==> src/rtl/pulse_arb_pkg.sv <==
// Shared types and helpers for the pulse request arbiter: FSM encoding,
// timer width and the round-robin winner search.
package pulse_arb_pkg;

  localparam int unsigned MAX_N = 16;
  localparam int unsigned PTR_W = 4;
  localparam int unsigned TMR_W = 8;

  typedef enum logic {
    S_IDLE = 1'b0,
    S_REQ  = 1'b1
  } state_e;

  typedef struct packed {
    logic             found;
    logic [PTR_W-1:0] idx;
  } rr_pick_t;

  // First set bit of pend searching ptr, ptr+1, ... wrapping modulo n.
  function automatic rr_pick_t rr_pick(input logic [MAX_N-1:0] pend,
                                       input logic [PTR_W-1:0] ptr,
                                       input int unsigned      n);
    rr_pick_t    r;
    int unsigned j;
    r = '0;
    for (int unsigned k = 0; k < MAX_N; k++) begin
      j = (int'(ptr) + k) % n;
      if (k < n && !r.found && pend[j[PTR_W-1:0]]) begin
        r.found = 1'b1;
        r.idx   = j[PTR_W-1:0];
      end
    end
    return r;
  endfunction

endpackage

==> src/rtl/level_edge_bank.sv <==
// Per-channel rising-edge detector on synchronized levels. The history register
// resets to all-ones so a level already high at reset release is not an event.
module level_edge_bank #(
  parameter int unsigned N = 4
) (
  input  logic         clk,
  input  logic         rst,
  input  logic [N-1:0] lvl_in,
  input  logic [N-1:0] en_mask,
  output logic [N-1:0] rise
);

  logic [N-1:0] prev_q;

  always_ff @(posedge clk) begin
    if (!rst) begin
      prev_q <= '1;
    end else begin
      prev_q <= lvl_in;
    end
  end

  assign rise = lvl_in & ~prev_q & en_mask;

endmodule

==> src/rtl/pulse_req_arbiter.sv <==
// Captures rising edges as pending requests and serves them one at a time,
// round-robin, over a valid/ack handshake with an ack timeout.
module pulse_req_arbiter
  import pulse_arb_pkg::*;
#(
  parameter int unsigned N       = 4,
  parameter int unsigned TIMEOUT = 15,
  parameter int unsigned IDW     = $clog2(N)
) (
  input  logic           clk,
  input  logic           rst,
  input  logic [N-1:0]   lvl_in,
  input  logic [N-1:0]   en_mask,
  output logic           req_valid,
  output logic [IDW-1:0] req_id,
  input  logic           req_ack,
  output logic [N-1:0]   pending,
  output logic [N-1:0]   ovf,
  input  logic           ovf_clr,
  output logic           timeout_err
);

  state_e           state_q, state_d;
  logic [IDW-1:0]   req_id_q, req_id_d;
  logic [IDW-1:0]   rr_ptr_q, rr_ptr_d;
  logic [TMR_W-1:0] timer_q, timer_d;
  logic [N-1:0]     pending_q, pending_d;
  logic [N-1:0]     ovf_q, ovf_d;
  logic             terr_q, terr_d;
  logic [N-1:0]     rise;
  logic [N-1:0]     clr;
  rr_pick_t         pick;

  level_edge_bank #(
    .N (N)
  ) u_edges (
    .clk     (clk),
    .rst     (rst),
    .lvl_in  (lvl_in),
    .en_mask (en_mask),
    .rise    (rise)
  );

  always_comb begin
    state_d  = state_q;
    req_id_d = req_id_q;
    rr_ptr_d = rr_ptr_q;
    timer_d  = timer_q;
    terr_d   = 1'b0;
    clr      = '0;
    pick     = rr_pick(MAX_N'(pending_q), PTR_W'(rr_ptr_q), N);

    case (state_q)
      S_IDLE: begin
        if (pick.found) begin
          req_id_d = IDW'(pick.idx);
          timer_d  = '0;
          state_d  = S_REQ;
        end
      end
      S_REQ: begin
        // Ack on the final timer cycle still counts as a normal completion.
        if (req_ack || timer_q == TMR_W'(TIMEOUT - 1)) begin
          clr[req_id_q] = 1'b1;
          terr_d        = ~req_ack;
          rr_ptr_d      = (req_id_q == IDW'(N - 1)) ? '0 : req_id_q + 1'b1;
          state_d       = S_IDLE;
        end else begin
          timer_d = timer_q + 1'b1;
        end
      end
      default: state_d = S_IDLE;
    endcase

    // A new rise beats a same-cycle clear; overflow only if it would be lost.
    pending_d = (pending_q & ~clr) | rise;
    ovf_d     = (ovf_clr ? '0 : ovf_q) | (rise & pending_q & ~clr);
  end

  always_ff @(posedge clk) begin
    if (!rst) begin
      state_q   <= S_IDLE;
      req_id_q  <= '0;
      rr_ptr_q  <= '0;
      timer_q   <= '0;
      pending_q <= '0;
      ovf_q     <= '0;
      terr_q    <= 1'b0;
    end else begin
      state_q   <= state_d;
      req_id_q  <= req_id_d;
      rr_ptr_q  <= rr_ptr_d;
      timer_q   <= timer_d;
      pending_q <= pending_d;
      ovf_q     <= ovf_d;
      terr_q    <= terr_d;
    end
  end

  assign req_valid   = (state_q == S_REQ);
  assign req_id      = req_id_q;
  assign pending     = pending_q;
  assign ovf         = ovf_q;
  assign timeout_err = terr_q;

endmodule

==> config.mk <==
export PLATFORM = sky130hd
export DESIGN_NAME = pulse_req_arbiter
export DESIGN_NICKNAME = d
export VERILOG_FILES = /design/src/rtl/pulse_arb_pkg.sv /design/src/rtl/level_edge_bank.sv /design/src/rtl/pulse_req_arbiter.sv
export SDC_FILE = /design/constraint.sdc
export NUM_CORES = 1
export LEC_CHECK = 0
export CAP_MARGIN = 10
export CORE_MARGIN = 5
export CORE_UTILIZATION = 45
export CTS_CLUSTER_DIAMETER = 120
export CTS_CLUSTER_SIZE = 8
export DETAILED_ROUTE_END_ITERATION = 12
export DONT_BUFFER_PORTS = 1
export MAX_ROUTING_LAYER = met4
export PLACE_DENSITY = 0.64
export SYNTH_ARGS = -nofsm -noshare
export SYNTH_HDL_FRONTEND = slang
export SYNTH_SLANG_ARGS = --single-unit
==> constraint.sdc <==
create_clock -name clk -period 4.1 [get_ports clk]
set_input_delay 0.615 -clock clk [delete_from_list [all_inputs] [get_ports clk]]
set_output_delay 0.615 -clock clk [all_outputs]
set_load 0.05 [all_outputs]
==> results of run 1 <==
power groups by stage:
stage                     combinational (mW)  sequential [mW]  clock [mW]
after floorplan                       0.0293            0.281           0
after global placement                0.0372            0.279           0
after detailed placement              0.0377            0.279           0
after CTS                             0.0381            0.274       0.135
after global routing                  0.0424            0.275       0.148
final                                 0.0378            0.274       0.130
cells in the final DEF (no fill, tap or decap), types with 2 or more instances in the layout:
master	synthesis	layout
nand2_1	11	11
clkbuf_4	0	3
nor3_1	3	3
nand2b_1	11	11
ha_1	6	6
nand3_1	7	7
a21oi_1	11	11
mux2i_1	2	2
nor2_1	3	3
o21ai_0	5	5
nor4bb_1	2	2
and3b_1	4	4
inv_1	11	11
a31o_2	6	6
a31oi_1	5	5
o21a_1	5	5
nand4_1	2	2
dfxtp_1	26	26
o31ai_1	4	4
worst reg2reg max path, stage by stage (launching register included):
cell and delay (ns):
dfxtp_1 0.47, inv_1 0.08, ha_1 0.23, a31o_1 0.31, or4_1 0.54, a21oi_1 0.15
Yosys cell counts, types with 2 or more instances:
cell type / instances / area (µm²)
a21oi_1: 11 / 55.1
a31o_2: 6 / 52.6
a31oi_1: 5 / 31.3
and3b_1: 4 / 35.0
buf_2: 2 / 10.0
clkbuf_1: 4 / 15.0
dfxtp_1: 26 / 521
ha_1: 6 / 75.1
inv_1: 11 / 41.3
mux2i_1: 2 / 20.0
nand2_1: 11 / 41.3
nand2b_1: 11 / 68.8
nand3_1: 7 / 35.0
nand4_1: 2 / 12.5
nor2_1: 3 / 11.3
nor3_1: 3 / 15.0
nor4bb_1: 2 / 20.0
o21a_1: 5 / 37.5
o21ai_0: 5 / 25.0
o31ai_1: 4 / 30.0
worst paths after layout:
kind                            cells after the start     endpoint  slack (ns)
worst min-delay path                                1  timeout_err        0.35
worst max register to register                      5   timer_q[5]        2.27
worst min register to register                      2   timer_q[7]        0.53
worst max-delay path                                5   timer_q[5]        2.27
state kept, by name, summed over array words and instances, names as in the netlist:
| name | flops |
|---|---|
| timer_q | 8 |
| ovf | 4 |
| timeout_err | 1 |
| rr_ptr_q | 2 |
| u_edges.prev_q | 4 |
| req_id | 2 |
| pending | 4 |
| req_valid | 1 |
stage by stage:
| step | std cells | hold WS (ns) |
|---|---|---|
| global route | 176 | 0.332 |
| floorplan | 146 | 0.484 |
| global placement | 172 | 0.517 |
| finish | 176 | 0.355 |
| detailed placement | 172 | 0.515 |
| CTS | 176 | 0.348 |
logic make-up after synthesis:
logic type               after synthesis  synth area share
adder cells (fa/ha/maj)                6            0.0581
flip-flops                            26             0.403
AO/OA/AOI/OAI                         44             0.238
AND/OR/NAND/NOR                       50             0.227
multiplexers                           2            0.0155
buffers and inverters                 17            0.0514
XOR/XNOR                               1           0.00678
cell type report:
| cell class | instances | share of cell area |
|---|---|---|
| timing repair buffer | 1 | 0.00557 |
| inverter | 11 | 0.0306 |
| tap | 31 | 0.0288 |
| sequential | 26 | 0.386 |
| clock buffer | 4 | 0.0269 |
| multi-input combinational | 103 | 0.522 |
layer usage:
metal / vias to the layer above / track usage / wire, µm
met2: 41 / 0.202 / 1250
met5: - / - / 0
met3: 4 / 0.0355 / 215
li1: 527 / - / -
met1: 517 / 0.199 / 1290
met4: 0 / 0.0468 / 27
==> metrics, run 1 <==
minimum clock period after layout=~1.8 ns; Initial Util=0.468; status=complete, no violations; flops & latches, synth=26; final setup TNS=0 ns; post-synthesis net count=roughly 160; gr ovfl total=0; Main synth FF type=dfxtp_1; Max transition margin=0.523; die width=roughly 64 µm; DRT Pass-1 Iters=4; DRT Wirelength=~2.8 mm; Final Cycle Share=0.446; RePlAce Congestion=around 0.86; number of nets with antenna violations after routing=0; die height=around 64 µm; largest net degree at the start of global routing=17; Critical R2R Launch=timer_q[0]; share of post-route cells with drive strength above 1=0.103; yosys warns=0; crit path launch=timer_q[0]; register area share after synthesis=0.403; I/O pin count=24; fin nets=between 150 and 200; row count=19; Hold Path Origin=req_ack; Worst Path Max Fanout=12; slowest cell delay on critical path=0.53 ns; Critical Path, Cell by Cell=inv_1 > ha_1 > a31o_1 > or4_1 > a21oi_1; core area=between 2000 and 3000 µm²; Clock Power Share=0.295; CTS tree=done; total power=0.442 mW; worst skew pair latency=between 0.3 and 0.4 ns; Power per Cell Area=approximately 330 nW/µm²; residual DRC count=0; Sequential Power Share=0.620; element type at the critical path start=flip-flop; Unique masters post-synth=36; Post-synth EDFFs=0; post-layout util=0.489; Detailed Route Iter0 Violations=roughly 60; number of port buffers=0; depth of the CTS H-tree=1; Hold Buf Count CTS=0; Psw=roughly 0.11 mW; Req. time, crit path=4.36 ns; gr usage total=0.143; number of gates resized after CTS=0; DP HPWL=2.03 mm; Syn Inst Count=roughly 150; # fillers=265; WP data arrival=about 2.1 ns; clk buf depth=2; vias in the first global route=961; post-layout instance area=~1300 µm²; critical path type=flip-flop to flip-flop; endpoints failing setup=0; maximum VDD drop=roughly 0.20 mV; antenna violations before repair=0; antenna diode count=0; buffers and inverters on the worst path=1; Netlist Area Pre-Place=1290 µm²; clk root buf=clkbuf_4; setup slack at placement=around 2.3 ns; area delta synth->final=4.46%; area of the multi-input gates=between 700 and 800 µm²; setup ws final=roughly 2.3 ns; Final Hold Viols=0; Setup Skew=roughly 0.0042 ns; register area=roughly 520 µm²; CP Capture Type=flip-flop; DIE AREA=about 4000 µm²; first-pass GRT wire length=approximately 4.6 mm; Setup Fix Bufs, Post-CTS=0; Post-synth ARST share=0; Slew Viols, Final=0; clk slew on worst S/H paths=between 0.1 and 0.15 ns; Pint=0.327 mW; Crit-path slowest cell=or4_1; Via density=6.19; class of the worst hold path=input pin to flip-flop; syn_area_per_cell=8.84 µm²; WL/cell=around 16 µm; Leak Pwr=0.471 nW; via count=1089; RSZ-0062 raised after global routing=no; Placed Area=approximately 1300 µm²; total CTS buffers=3; delay-heaviest family, CP=simple AND/OR/NAND/NOR gates; Num Clock Sinks=26; Logic pwr share=0.086; Max Cap Viol=0; Sw Ratio=0.260; Peak Freq=about 550 MHz; actual slew at the worst max-slew pin=a little over 0.7 ns
No activity file was read; power rests on OpenSTA's default activity.
==> run 2, diff against run 1 <==
--- a/config.mk
+++ b/config.mk
@@ -5,6 +5,7 @@
 export SDC_FILE = /design/constraint.sdc
 export NUM_CORES = 1
 export LEC_CHECK = 0
+export ABC_AREA = 1
 export CAP_MARGIN = 10
 export CORE_MARGIN = 5
 export CORE_UTILIZATION = 45
==> constraint.sdc (replaced) <==
create_clock -name clk -period 1.7 [get_ports clk]
set_input_delay 0.255 -clock clk [delete_from_list [all_inputs] [get_ports clk]]
set_output_delay 0.255 -clock clk [all_outputs]
set_load 0.05 [all_outputs]
==> run 2 against run 1 <==
Die area rose by 9.6%. Utilization up 4.7 points. Power rose to 4.7 times the previous value. Sequential power grew to 2.7 times the previous value. Clock power grew to 3.3 times the previous value. Critical path depth grew 2. First-iteration DRC count grew 8.2%. Cell count grew 46%. Cell area is 21% higher. Sequential cell count unchanged. Clock skew decreased by 0.0020 ns. Combinational power rose to 24 times the previous value. Critical endpoint is now ovf[3]. Largest cell class unchanged.
==> metrics, run 2 <==
syn_area_per_cell=7.19 µm² (-19%); Post-synth ARST share=0 (unchanged); Critical R2R Launch=timer_q[1]; Slew Viols, Final=0 (unchanged); status=complete, no violations; actual slew at the worst max-slew pin=0.578 ns (-0.135 ns); gr usage total=0.150 (+0.00653); element type at the critical path start=flip-flop; Crit path depth=7 (+2); via count=1295 (+19%); Max Cap Viol=0 (unchanged); Setup crit end=ovf[3]; worst skew pair latency=0.32 ns (about the same); RePlAce Congestion=0.920 (+6.6%); die height=66.5 µm (+4.7%); endpoints failing setup=0 (unchanged); Post-synth EDFFs=0 (unchanged); CP most frequent cell=nand2_1; Final Hold Viols=0 (unchanged); area delta synth->final=13.8%; antenna violations before repair=0 (unchanged); antenna diode count=0 (unchanged); core area=3050 µm² (+11%); area of the multi-input gates=802 µm² (+14%); depth of the CTS H-tree=1 (unchanged); commonest non-fill, non-tap cell in the layout=nand2_1; total CTS buffers=3 (unchanged); DP HPWL=2.36 mm (+16%); WP data arrival=1.76 ns (-0.33 ns); row count=20 (+1); post-synth top area share=0.362 (-0.0414); largest area contributor in the netlist=dfxtp_1; residual DRC count=0 (unchanged); buffers and inverters on the worst path=0 (-1); flops & latches, synth=26 (unchanged); Crit-path slowest cell=dfxtp_1; WHS Path Cells=1 (unchanged); fin nets=232 (+41%); DIE AREA=4430 µm² (+9.6%); total power=2.06 mW (+370%); Reg2Reg Depth=7 (+2); Largest register FFs=8 (unchanged); slowest cell delay on critical path=0.42 ns (-0.11 ns); most frequent cells in the layout=48 x nand2_1, 22 x dfxtp_1, 20 x nand3_1, 20 x a21oi_1, 19 x inv_1; clk buf depth=2 (unchanged); register area=526 µm² (+0.96%); DRT Wirelength=3.06 mm (+9.9%); final setup TNS=0 ns (unchanged); gr ovfl total=0 (unchanged); Peak Freq=648 MHz (+19%); Top reg by flops=timer_q; ranking of synthesized cells by area=dfxtp_1 36%, nand2_1 13%, a21oi_1 7.0%, nand3_1 7.0%, ha_1 5.2%; largest net degree at the start of global routing=21 (+4); Crit Reg-Reg Endpoint=ovf[3]; Req. time, crit path=1.91 ns (-2.45 ns); reg-to-reg setup timing slack=0.16 ns (-2.11 ns); Power per Cell Area=1260 nW/µm² (+280%); Netlist Area Pre-Place=1440 µm² (+11%); Critical Path, Cell by Cell=ha_1 > nand2_1 > o21ai_4 > nand2_1 > o21ai_1 > o21a_1 > nor2_1; Worst Hold Margin=0.0207 ns (-0.334 ns); top-count cell post-synth=nand2_1; post-synthesis net count=218 (+33%); yosys warns=0 (unchanged); RSZ-0062 raised after global routing=no; # fillers=310 (+17%); number of nets with antenna violations after routing=0 (unchanged); WL/cell=11.9 µm (-25%); crit path launch=timer_q[1]; Main synth FF type=dfxtp_1; Max transition margin=0.614 (+0.0905); Final Cycle Share=0.907 (+0.461); Num Clock Sinks=26 (unchanged); Syn Inst Count=200 (+37%); Post-synth top cells=48 x nand2_1, 26 x dfxtp_1, 20 x a21oi_1, 20 x inv_1, 20 x nand3_1; Detailed Route Iter0 Violations=66 (+8.2%); Worst Path Max Fanout=6 (-6); minimum clock period after layout=1.54 ns (-0.286 ns); Unique masters post-synth=29 (-19%); maximum VDD drop=0.640 mV (+220%); clk slew on worst S/H paths=0.14 ns (about the same); Via density=5.04 (-19%); CTS tree=done; Initial Util=0.471 (+0.00307); CP Capture Type=flip-flop; number of port buffers=0 (unchanged); clk root buf=clkbuf_4; vias in the first global route=1150 (+20%); die width=66.5 µm (+4.7%); first-pass GRT wire length=5.11 mm (+10%); I/O pin count=24 (unchanged); register area share after synthesis=0.362 (-0.0414); DRT Pass-1 Iters=4 (unchanged); critical path type=flip-flop to flip-flop; delay-heaviest family, CP=compound AO/OA/AOI/OAI gates; Setup Skew=0.00219 ns (-0.00202 ns); class of the worst hold path=input pin to flip-flop; Leak Pwr=0.718 nW (+53%); share of post-route cells with drive strength above 1=0.183 (+0.0797)
run 2: report_power, final:
part	leakage (nW)	internal (mW)	switching (mW)	total, mW
clock network	0.0279	0.239	0.192	0.430
logic	0.476	0.334	0.565	0.900
registers	0.214	0.669	0.0595	0.729
run 2: worst min path at each step:
| stage | from | to | slack, ns |
|---|---|---|---|
| after floorplan | lvl_in[0] | u_edges.prev_q[0] | 0.36 |
| after detailed placement | lvl_in[1] | u_edges.prev_q[1] | 0.36 |
| after CTS | lvl_in[2] | u_edges.prev_q[2] | 0.01 |
| final | lvl_in[2] | u_edges.prev_q[2] | 0.02 |
| after global routing | lvl_in[2] | u_edges.prev_q[2] | 0.001 |
| after global placement | lvl_in[1] | u_edges.prev_q[1] | 0.36 |
run 2: cell families after synthesis:
kind of cell / after synthesis / share of synthesized area
flops: 26 / 0.362
buf+inv: 27 / 0.0809
fa+ha+maj: 6 / 0.0522
simple gates: 107 / 0.366
xor+xnor: 3 / 0.0183
compound gates: 31 / 0.121
run 2: worst reg2reg max path: cells and delay by family, from the launching register on:
kind            cells  cell delay [ns]
compound gates      3             0.55
flops               1             0.42
simple gates        3             0.30
fa+ha+maj           1             0.17
run 2: area by class of cell:
type | instances | share of cell area
clock buffers | 3 | 0.0138
repair buffers | 13 | 0.0703
clock inverters | 1 | 0.0183
well taps | 44 | 0.0336
inverters | 23 | 0.0535
multi-input cells | 147 | 0.490
flip-flops and latches | 26 | 0.321
run 2: what timing repair did:
| action | CTS | global route |
|---|---|---|
| resized for setup | 1 | 6 |
| pin swaps | 0 | 0 |
| hold buffers | 0 | 2 |
| endpoints found under the setup margin | 1 | 11 |
| buffers inserted | 0 | 2 |
| hold endpoints to repair | 0 | 2 |
run 2: stage by stage:
step / utilization / instance area, µm² / std cells / setup slack (ns)
CTS: 0.520 / 1590 / 253 / 0.0170
global placement: 0.502 / 1530 / 249 / 0.0547
global route: 0.536 / 1640 / 257 / 0.0225
floorplan: - / 1440 / 200 / 0.0346
detailed placement: 0.502 / 1530 / 249 / 0.0177
finish: 0.536 / 1640 / 257 / 0.158
run 2: per-layer routing:
metal / share of wire / global-route usage / vias to the layer above
met1: 0.45 / 0.178 / 589
met2: 0.48 / 0.254 / 37
met4: 0.0049 / 0.0305 / 0
li1: - / - / 667
met3: 0.065 / 0.0405 / 2
met5: 0 / - / -
==> run 3, diff against run 2 <==
--- a/config.mk
+++ b/config.mk
@@ -5,8 +5,6 @@
 export SDC_FILE = /design/constraint.sdc
 export NUM_CORES = 1
 export LEC_CHECK = 0
-export ABC_AREA = 1
-export CAP_MARGIN = 10
 export CORE_MARGIN = 5
 export CORE_UTILIZATION = 45
 export CTS_CLUSTER_DIAMETER = 120
@@ -17,4 +15,5 @@
 export PLACE_DENSITY = 0.64
 export SYNTH_ARGS = -nofsm -noshare
 export SYNTH_HDL_FRONTEND = slang
+export SYNTH_HIERARCHICAL = 1
 export SYNTH_SLANG_ARGS = --single-unit
==> run 3 against run 2 <==
Highest routed layer unchanged. Cell count down 30%. Setup slack worse by 0.14 ns. Die area down 9.8%. Global-route usage down 0.14 points. Largest cell class unchanged. Critical endpoint unchanged. First-iteration DRC count down 29%. Area after synthesis down 11%. Maximum frequency down 8.4%. Clock power down 27%.
==> metrics, run 3 <==
status=complete, no violations; DRT Wirelength=2.78 mm (-9.2%); actual slew at the worst max-slew pin=0.519 ns (-0.0593 ns); Main synth FF type=dfxtp_1; register area share after synthesis=0.409 (+0.0469); Peak Freq=594 MHz (-8.4%); fin nets=169 (-27%); row count=19 (-5.0%); Setup Skew=0.00433 ns (+0.00214 ns); clk root buf=clkbuf_4; setup slack at placement=0.0177 ns (+0.0000162 ns); syn_area_per_cell=9.72 µm² (+35%); WL/cell=15.4 µm (+29%); Leak Pwr=0.588 nW (-18%); antenna violations before repair=0 (unchanged); first-pass GRT wire length=4.69 mm (-8.2%); Largest register FFs=8 (unchanged); post-synthesis net count=149 (-32%); Max transition margin=0.653 (+0.0395); share of post-route cells with drive strength above 1=0.233 (+0.0502); commonest non-fill, non-tap cell in the layout=dfxtp_1; WP data arrival=1.92 ns (+0.16 ns); DIE AREA=3990 µm² (-9.8%); ranking of synthesized cells by area=dfxtp_1 41%, ha_1 5.9%, mux2i_1 4.7%, nand2b_1 4.4%, o21a_1 4.1%; setup ws final=0.0174 ns (-0.141 ns); Post-synth EDFFs=0 (unchanged); via count=1072 (-17%); maximum VDD drop=0.503 mV (-21%); Num Clock Sinks=26 (unchanged); endpoints failing setup=0 (unchanged); number of nets with antenna violations after routing=0 (unchanged); DRT Pass-1 Iters=4 (unchanged); clk slew on worst S/H paths=0.14 ns (about the same); total power=1.12 mW (-46%); top-count cell post-synth=dfxtp_1; depth of the CTS H-tree=1 (unchanged); element type at the critical path start=flip-flop; largest net degree at the start of global routing=23 (+9.5%); worst skew pair latency=0.32 ns (about the same); CP Capture Type=flip-flop; Req. time, crit path=1.93 ns (+0.02 ns); Final Hold Viols=0 (unchanged); CTS tree=done; core area=2730 µm² (-10%); final setup TNS=0 ns (unchanged); Initial Util=0.466 (-0.00541); flops & latches, synth=26 (unchanged); RePlAce Congestion=0.881 (-4.3%); post-route insts no fill=181 (-30%); most frequent cells in the layout=22 x dfxtp_1, 16 x buf_4, 9 x nand2b_1; Slew Viols, Final=0 (unchanged); Syn Inst Count=131 (-35%); gr ovfl total=0 (unchanged); residual DRC count=0 (unchanged); Unique masters post-synth=39 (+34%); Post-synth top cells=26 x dfxtp_1, 9 x nand2b_1, 8 x nand2_1; class of the worst hold path=input pin to flip-flop; minimum clock period after layout=1.68 ns (+0.141 ns); vias in the first global route=1058 (-8.0%); Power per Cell Area=754 nW/µm² (-40%); gr usage total=0.148 (-0.00135); total CTS buffers=3 (unchanged); antenna diode count=0 (unchanged); Top reg by flops=timer_q; area delta synth->final=16.2%; post-layout util=0.541 (+0.00494); Post-synth ARST share=0 (unchanged); die height=63.2 µm (-5.0%); post-synth top area share=0.409 (+0.0469); clk buf depth=2 (unchanged); yosys warns=6 (+6); die width=63.2 µm (-5.0%); RSZ-0062 raised after global routing=yes; DP HPWL=2.06 mm (-13%); Netlist Area Pre-Place=1270 µm² (-11%); largest area contributor in the netlist=dfxtp_1; I/O pin count=24 (unchanged); Worst Path Max Fanout=6 (unchanged); Final Cycle Share=0.990 (+0.0827); # placed instances=174 (-30%); critical path type=flip-flop to flip-flop; Detailed Route Iter0 Violations=47 (-29%); Max Cap Viol=0 (unchanged); Via density=5.92 (+18%); number of port buffers=0 (unchanged)
[run 3: changes by cell type in the layout (fill, tap and decap cells not counted), sizes merged, moves of 3 or more]
cell	delta
nor2	-14
inv	-16
a21boi	+4
buf	+6
or2	-5
nand3	-18
xor2	-3
o21a	+6
and3b	+4
a32o	+4
a21oi	-14
nand2	-47
mux2i	+6
nand2b	+9
[run 3: metal layers]
layer / GRT usage / up-vias / share of wire
met2: 0.232 / 38 / 0.47
met5: - / - / 0
li1: - / 517 / -
met4: 0.0597 / 0 / 0.017
met3: 0.0426 / 5 / 0.068
met1: 0.179 / 512 / 0.45
[run 3: layout make-up]
type / count / area (µm²)
clock buffers: 4 / 36.3
fillers: 246 / 1250
inverters: 6 / 22.5
multi-input cells: 95 / 703
flip-flops and latches: 26 / 528
well taps: 31 / 38.8
repair buffers: 19 / 151
[run 3: critical path, stage by stage (launching register included)]
cell and delay (ns):
dfxtp_2 0.35, or4b_4 0.55, o21ai_4 0.25, a21boi_0 0.17, a32o_1 0.28
[run 3: cells by family (layout without fill, tap and decap cells)]
logic type                 after synthesis  count (layout)  synth area share
buffers and inverters                   10              29            0.0442
xor gates and xnor gates                 1               1           0.00688
and+or+nand+nor                         48              48             0.234
DFF                                     26              26             0.409
adders and majority gates                6               6            0.0589
AOI/OAI and AO/OA                       34              34             0.200
muxes                                    6               6            0.0472
[run 3: worst paths after layout]
path / start / end / slack (ns) / cells after the start
worst max-delay path: timer_q[6] / ovf[3] / 0.02 / 4
worst min-delay path: lvl_in[1] / u_edges/prev_q[1] / 0.02 / 1
worst max register to register: timer_q[6] / ovf[3] / 0.02 / 4
worst min register to register: timer_q[4] / timer_q[4] / 0.51 / 2
[run 3: repair_timing]
item                                    in CTS  in global routing
setup buffers                                0                  1
endpoints found under the setup margin       1                  6
hold buffers                                 2                  0
gates resized for setup                      0                  5
hold endpoints to repair                     5                  0
pin swaps                                    0                  8
gates cloned                                 0                  0
[run 3: stage by stage]
step	area (µm²)	hold WS, ns
after floorplan	1280	0.328
after global placement	1400	0.333
after detailed placement	1400	0.335
after CTS	1460	0.0136
after global routing	1480	0.000583
final	1480	0.0175
[run 3: power breakdown]
part           total, mW  switching, mW  leakage (nW)  internal (mW)
clock              0.314          0.183        0.0210          0.131
combinational      0.165         0.0981         0.354         0.0667
sequential         0.637         0.0108         0.213          0.626
